### src/rtl/msg_schedule.sv
// msg_schedule: SHA-2 message schedule expander.
//
// Takes a padded message as 16 words per block on an AXI-Stream slave and
// streams the full W_t schedule (64 words for SHA-224/256, 80 words for
// SHA-384/512) to the compression unit, one word per cycle.
//
// Ports:
//   axi_aclk, axi_resetn  clock, asynchronous active-low reset
//   sha_type[1]           0 = 32-bit words / 64 rounds, 1 = 64-bit words / 80 rounds
//   s_axis_*              padded message words M_t (tlast on word 15 of final block)
//   m_axis_tdata          W_t (upper 32 bits zero in 32-bit mode)
//   m_axis_tvalid/tready  output handshake
//   m_axis_tlast          final W_t of the final block
//   m_axis_round          round index t of m_axis_tdata
//   err                   sticky: tlast seen on a word other than word 15
//
// state  | meaning
// -------+-------------------------------------------------------------
// LOAD   | t = 0..15, pass message words through and into the window
// EXPAND | t = 16..N-1, generate W_t from the 16-word window
//
// Internally the datapath is 64 bits wide; DATA_WIDTH is expected to be 64.

module msg_schedule #(
  parameter int DATA_WIDTH  = 64,
  parameter int ROUND_WIDTH = 7
) (
  input  logic                   axi_aclk,
  input  logic                   axi_resetn,
  input  logic [1:0]             sha_type,
  input  logic [DATA_WIDTH-1:0]  s_axis_tdata,
  input  logic                   s_axis_tvalid,
  output logic                   s_axis_tready,
  input  logic                   s_axis_tlast,
  output logic [DATA_WIDTH-1:0]  m_axis_tdata,
  output logic                   m_axis_tvalid,
  input  logic                   m_axis_tready,
  output logic                   m_axis_tlast,
  output logic [ROUND_WIDTH-1:0] m_axis_round,
  output logic                   err
);

  typedef enum logic {LOAD, EXPAND} state_t;

  localparam logic [ROUND_WIDTH-1:0] T_ZERO     = ROUND_WIDTH'(0);
  localparam logic [ROUND_WIDTH-1:0] T_LOAD_END = ROUND_WIDTH'(15);
  localparam logic [ROUND_WIDTH-1:0] T_END_32   = ROUND_WIDTH'(63);
  localparam logic [ROUND_WIDTH-1:0] T_END_64   = ROUND_WIDTH'(79);

  function automatic logic [31:0] sig0_32(input logic [31:0] x);
    return {x[6:0], x[31:7]} ^ {x[17:0], x[31:18]} ^ (x >> 3);
  endfunction

  function automatic logic [31:0] sig1_32(input logic [31:0] x);
    return {x[16:0], x[31:17]} ^ {x[18:0], x[31:19]} ^ (x >> 10);
  endfunction

  function automatic logic [63:0] sig0_64(input logic [63:0] x);
    return {x[0], x[63:1]} ^ {x[7:0], x[63:8]} ^ (x >> 7);
  endfunction

  function automatic logic [63:0] sig1_64(input logic [63:0] x);
    return {x[18:0], x[63:19]} ^ {x[60:0], x[63:61]} ^ (x >> 6);
  endfunction

  state_t                 state;
  logic [ROUND_WIDTH-1:0] t;
  logic [63:0]            win [16];   // win[15] = W[t-1] ... win[0] = W[t-16]
  logic                   mode64;
  logic                   first_blk;  // next block starts a new message
  logic                   last_blk;
  logic                   rdy_en;     // keeps s_axis_tready low through reset

  logic                   out_free;
  logic                   accept;
  logic                   mode_cur;
  logic                   advance;
  logic [ROUND_WIDTH-1:0] t_end;
  logic [63:0]            in_word;
  logic [63:0]            exp_word;
  logic [63:0]            nxt_word;
  logic [31:0]            exp_lo;
  logic                   unused_bits;

  assign unused_bits = sha_type[0];

  assign out_free      = !m_axis_tvalid || m_axis_tready;
  assign s_axis_tready = rdy_en && (state == LOAD) && out_free;
  assign accept        = s_axis_tvalid && s_axis_tready;

  // Word 0 of a new message is masked with the mode being latched on that
  // same edge; every later word uses the latched mode.
  assign mode_cur = (first_blk && (t == T_ZERO)) ? sha_type[1] : mode64;
  assign t_end    = mode64 ? T_END_64 : T_END_32;

  assign in_word = mode_cur ? s_axis_tdata : {32'h0, s_axis_tdata[31:0]};

  assign exp_lo = sig1_32(win[14][31:0]) + win[9][31:0]
                + sig0_32(win[1][31:0]) + win[0][31:0];

  assign exp_word = mode64 ? (sig1_64(win[14]) + win[9] + sig0_64(win[1]) + win[0])
                           : {32'h0, exp_lo};

  assign nxt_word = (state == LOAD) ? in_word : exp_word;
  assign advance  = (state == LOAD) ? accept : out_free;

  always_ff @(posedge axi_aclk or negedge axi_resetn) begin
    if (!axi_resetn) begin
      state         <= LOAD;
      t             <= T_ZERO;
      for (int i = 0; i < 16; i++) win[i] <= '0;
      mode64        <= 1'b0;
      first_blk     <= 1'b1;
      last_blk      <= 1'b0;
      rdy_en        <= 1'b0;
      err           <= 1'b0;
      m_axis_tdata  <= '0;
      m_axis_tvalid <= 1'b0;
      m_axis_tlast  <= 1'b0;
      m_axis_round  <= '0;
    end else begin
      rdy_en <= 1'b1;

      // A stray tlast is flagged but otherwise ignored.
      if (accept && s_axis_tlast && (t != T_LOAD_END)) err <= 1'b1;

      if (advance) begin
        for (int i = 0; i < 15; i++) win[i] <= win[i+1];
        win[15]       <= nxt_word;
        m_axis_tdata  <= nxt_word;
        m_axis_round  <= t;
        m_axis_tvalid <= 1'b1;

        if (state == LOAD) begin
          m_axis_tlast <= 1'b0;
          t            <= t + 1'b1;
          if (first_blk && (t == T_ZERO)) begin
            mode64    <= sha_type[1];
            first_blk <= 1'b0;
          end
          if (t == T_LOAD_END) begin
            last_blk <= s_axis_tlast;
            state    <= EXPAND;
          end
        end else begin
          m_axis_tlast <= last_blk && (t == t_end);
          if (t == t_end) begin
            t     <= T_ZERO;
            state <= LOAD;
            if (last_blk) first_blk <= 1'b1;
          end else begin
            t <= t + 1'b1;
          end
        end
      end else if (out_free) begin
        // Last word taken with nothing new behind it.
        m_axis_tvalid <= 1'b0;
        m_axis_tlast  <= 1'b0;
      end
    end
  end

endmodule

### config.mk
export PLATFORM = sky130hd
export DESIGN_NAME = msg_schedule
export DESIGN_NICKNAME = d
export VERILOG_FILES = /design/src/rtl/msg_schedule.sv
export SDC_FILE = /design/constraint.sdc
export NUM_CORES = 2
export LEC_CHECK = 0
export CAP_MARGIN = 10
export CORE_MARGIN = 10
export CORE_UTILIZATION = 40
export DETAILED_ROUTE_END_ITERATION = 10
export GPL_ROUTABILITY_DRIVEN = 0
export SLEW_MARGIN = 20
export SYNTH_ARGS = -nofsm -noshare
export SYNTH_HDL_FRONTEND = slang
export SYNTH_SLANG_ARGS = --single-unit
export TNS_END_PERCENT = 50
### constraint.sdc
create_clock -name axi_aclk -period 7.8 [get_ports axi_aclk]
set_input_delay 1.56 -clock axi_aclk [delete_from_list [all_inputs] [get_ports axi_aclk]]
set_output_delay 1.56 -clock axi_aclk [all_outputs]
set_load 0.02 [all_outputs]
Word level (Yosys, flattened, before mapping)
Cells that the tools add are included.

Register bits: 1046. Bits of input ports: 71. Output and inout bits: 75. Word-level logic and storage cells: 81.

$add $sub $neg: 7. Equality and inequality tests: 5. Muxes and demuxes: 19. Bitwise gates (word level): 9. Reduce and logical (&&, ||, !) cells: 15.

Operators by type and width (number): 64-bit adder (3); 64-bit 2-to-1 mux (3); 64-bit bitwise XOR (2); 32-bit adder (3); 32-bit bitwise XOR (2); 64-bit by 57-bit bitwise XOR with 64-bit output (1); 64-bit by 58-bit bitwise XOR with 64-bit output (1); 32-bit by 22-bit bitwise XOR with 32-bit output (1); 32-bit by 29-bit bitwise XOR with 32-bit output (1); 7-bit 2-to-1 mux (3); 1-bit 2-to-1 mux (13); 7-bit by 1-bit adder with 7-bit output, second input constant (1); 7-bit by 4-bit == test with 1-bit output, second input constant (1); 7-bit == test (1); 1-bit logical AND (7); 7-bit logical NOT (1); 7-bit by 4-bit inequality test with 1-bit output, second input constant (1); 2-bit by 1-bit inequality test with 1-bit output, second input constant (2); 4-bit AND reduction (1); 2-bit nonzero test (2); 3-bit AND reduction (1); 2-bit AND reduction (1); 1-bit logical NOT (1); 1-bit logical OR (1); 1-bit inverter (1).

Longest topological paths before layout
Depth after elaboration: 7. Gate-level depth with buffers: 20. Depth with buffers taken out: 19.

Worst setup path before layout
Ideal clock, no wire load.

Kind: reg-to-reg. From: register win[71] (netlist name). To: register win[55] (netlist name). Setup time: 0.129 ns. Arrival time: 4.421 ns. Required time: 7.671 ns. Path slack: 3.250 ns. Stages on the path, launching flop included: 20. Buffers on the path: 1. Clock period less this slack: 4.550 ns. Cell sequence: dfrtp_1 clkbuf_1 xor2_1 xnor2_1 fa_1 fa_1 inv_1 ha_1 inv_1 fa_1 nor2b_1 o31ai_2 a21oi_2 a31oi_1 o21ba_1 o41a_1 o211ai_2 mux2i_1 and4b_1 o21ai_2.

Word-level cells in the longest chain between the ends: 7.

RTL lines: start, declared (line 68) `logic [63:0] win [16];`; 64-bit bitwise XOR (line 63) `return {x[18:0], x[63:19]} ^ {x[60:0], x[63:61]} ^ (x >> 6);`; 64-bit by 58-bit bitwise XOR with 64-bit output (*) (line 63); 64-bit adder (*) (3 in a row) (line 101) `assign exp_word = mode64 ? (sig1_64(win[14]) + win[9] + sig0_64(win[1]) + win[0])`; 64-bit 2-to-1 mux (*) (line 101); 64-bit 2-to-1 mux (*) (line 104) `assign nxt_word = (state == LOAD) ? in_word : exp_word;`.

Every way passes the cells marked *; elsewhere a longest branch is shown, timed or not. A chain may end at the register's enable or synchronous reset.

Final worst setup path
From: register win[85] (netlist name). To: register win[26] (netlist name).

Word-level cells in the longest chain between the ends: 7. Elaborated cells between the ends (all ways): 12. Classes of those cells: 6 x add/sub; 2 x mux; 4 x bitwise.

RTL lines (line): 64-bit bitwise XOR / 32-bit bitwise XOR (equally long branches) (63, 55); 64-bit by 58-bit bitwise XOR with 64-bit output / 32-bit by 22-bit bitwise XOR with 32-bit output (equally long branches) (63, 55); 64-bit adder / 32-bit adder (equally long branches) (101, 98); 64-bit adder / 32-bit adder (equally long branches) (2 in a row) (101, 99); 64-bit 2-to-1 mux (*) (101); 64-bit 2-to-1 mux (*) (104).

Marks and branches as above.

==> impl_metrics.csv <==
group,metric,value,unit
placement,place_area,55900,um2
placement,dp_cells,7661,
setup_path,cpMaxStageDelayCell,"dfrtp_1",
die,dieArea,149000,um2
timing,final.min_clock_period,5.90,ns
min_path,whs_path_depth,2,
route,drtIter0Drc,3568,
timing,fmax,170,MHz
timing,slew_headroom,26.9,%
final_layout,layout-drive-gt1-share,4.34,%
final_layout,largestRegisters,"win x1024, m_axis_round x7, t x7",
timing,fin_setup_tns,0,ns
timing,fin_crit_sh,75.6,%
die,io_pins,146,
timing,rsz0062_at_grt,"no",
die,die_y,386,um
clock_tree,htreeDepth,3,
synth,seq_area_frac_synth,48.8,%
placement,dpl.hpwl,102,mm
synth,ys_seq_elements,1046,
clock_tree,numCtsBuffers,111,
outcome,outcome,"complete, no violations",
synth,yosysTopAreaCell,"dfrtp_1",
run,maxCapViolations,0,
clock_tree,cts.repair.resized,0,
final_layout,area.growth.synth_to_final,11.4,%
min_path,hp-class,"reg -> reg",
grt,grt_usage,19.6,%
route,route.final.wire_length,147,mm
route,vias_per_cell,4.98,
synth,yosysUniqueCellTypes,89,
timing,maxSlewViolCount,0,
synth,synth_cells,6171,
clock_tree,postCtsSetupBuffers,0,
grt,gr-total-overflow,0,
clock_tree,holdBufCountCts,0,
final_layout,final_cells,7868,
grt,grt_max_degree,183,
die,initial_core_util,40.2,%
synth,synth-edff-count,0,
grt,grt_first_pass_wirelength,228,mm
route,vias,39200,
setup_path,worstPathRequired,8.43,ns
synth,postSynth.asyncResetShare,100,%
route,ant_nets,0,
timing,holdWs,0.443,ns
setup_path,crit_path_start_kind,"register",
clock_tree,clk_pin_slew,0.06,ns
synth,yosys-top-cells-area,"dfrtp_1 49%, nand2_1 18%, fa_1 7.0%",
setup_path,critPathCaptureType,"register",
synth,syn-num-nets,6527,
final_layout,nets,6362,
grt,antenna_found_initial,5,
setup_path,slowest_delay,0.63,ns
synth,netlist_area,53700,um2
clock_tree,clock_sinks,1046,
route,drc_errors,0,
setup_path,crit_type,"reg -> reg",
route,wl_per_cell,18.6,um
timing,hold_violations,0,
setup_path,crit_chain,"xor2_1 > xor2_1 > fa_1 > inv_1 > fa_1 > inv_1 > ha_1 > a211oi_1 > o21ai_1 > a2111oi_4 > nor2_1 > a311oi_1 > o31ai_1 > and3_1 > nor2_1 > xor2_1 > o311ai_1",
synth,yosys.area.top_type_share,48.7,%
final_layout,regMostFlops,"win",
clock_tree,clock_latency,0.75,ns
placement,port_buffers,144,
die,core_area,133000,um2
setup_path,crit_top_cell,"xor2_1",
setup_path,crit_fanout,6,
clock_tree,cts_tree,"built",
synth,synth_warnings,0,
timing,worst_pin_slew,1.08,ns
final_layout,largest_reg_flops,1024,
clock_tree,clockRootBuffer,"clkbuf_16",
die,rows,134,
route,dr.pass1.iters,6,
clock_tree,cts_max_path_buffers,3,
timing,setup_viol,0,
synth,ys.flop_type,"dfrtp_1",
synth,avgSynthCellArea,8.70,um2
final_layout,design_area,59800,um2
setup_path,reg2reg_depth,17,
die,die_w,386,um
setup_path,crit_arrival,6.53,ns
grt,grt_pass1_vias,37800,
timing,skew,0.0567,ns
## cell usage in the layout, fill, tap and decap left out, types with 9 or more instances in the layout
master           netlist  layout
nand2_1             2641    2641
dfrtp_1             1045    1043
inv_1                375     375
o21ai_0              276     275
xnor2_1              272     272
fa_1                 188     188
xor2_1               165     165
clkdlybuf4s50_1        0     143
a21oi_1              141     141
nor2_1               118     116
clkbuf_16              0     112
ha_1                  97      97
a21o_1                49      49
buf_4                 67      32
a31oi_1               24      24
clkinv_2               0      24
nand4_1               23      23
and3_1                22      22
clkbuf_8               0      22
a221oi_1              20      20
clkbuf_1             390      20
nor3_1                19      19
buf_12                 0      17
o21bai_1              15      15
o21ai_1               13      14
a211oi_1              14      14
nand3_1               13      13
nor2b_1               12      12
o21a_1                12      12
bufinv_16              0      12
nand2b_1              10      10
mux2i_1                9       9
o211ai_1               9       9
o31ai_1                9       9
or3_1                  9       9
## area by class of cell
cell class | instances | area [um2]
Fill cell | 12900 | 73700
Sequential cell | 1046 | 26200
Multi-Input combinational cell | 4278 | 24100
Clock buffer | 154 | 3180
Tap cell | 1768 | 2210
Timing Repair Buffer | 193 | 2030
Inverter | 376 | 1410
Clock inverter | 52 | 691
Antenna cell | 1 | 2.50
## cell usage after synthesis (all sizes together) (15+ instances only)
cell type	n
dfrtp	1045
o21ai	290
a31oi	24
nor2	118
nand2	2641
xnor2	272
ha	97
a21o	49
and3	22
xor2	165
nand4	23
a21oi	143
inv	375
a211oi	16
buf	81
clkbuf	390
nor3	19
o21bai	15
fa	188
a221oi	20
## metrics by stage
| stage | setup slack [ns] | util, % |
|---|---|---|
| final | 1.90 | 44.8 |
| after global routing | 1.82 | 44.8 |
| after CTS | 2.07 | 44.8 |
| after detailed placement | 2.14 | 41.9 |
| after global placement | 2.16 | 41.9 |
| after floorplan | 3.25 | - |
## cell families (layout without fill, tap and decap cells)
family                     after synthesis  after routing  synth area share [%]
muxes                                   11             11                 0.210
other                                    1              2               0.00698
buffers and inverters                  847            775                  6.41
and+or+nand+nor                       2896           2896                  20.9
adders and majority gates              285            285                  9.27
AOI/OAI and AO/OA                      648            648                  7.32
xor gates and xnor gates               437            437                  7.13
DFF                                   1046           1046                  48.8
## worst paths after layout
path,slack [ns],to,from
max in group asynchronous,5.19,win[373],axi_resetn
min reg2reg,0.44,win[772],win[708]
max,1.90,win[26],win[85]
min,0.44,win[772],win[708]
max reg2reg,1.90,win[26],win[85]
min in group asynchronous,0.83,win[169],axi_resetn
## per-layer routing
metal | GRT usage [%] | vias up | wire [um]
li1 | - | 18600 | -
met1 | 28.5 | 19000 | 67400
met2 | 28.7 | 1228 | 62100
met3 | 3.38 | 295 | 10400
met4 | 8.24 | 0 | 6640
met5 | 0 | - | 0
## worst max-delay path: cells and delay by family, from the launching register on
kind            cells  cell delay (ns)
fa+ha+maj           3             1.37
xor+xnor            3             0.80
flops               1             0.63
buf+inv             2             0.13
simple gates        3             0.59
compound gates      6             2.26
Power is not shown: default switching activity piles up to over one toggle a cycle in this logic, so the estimate is an artifact.
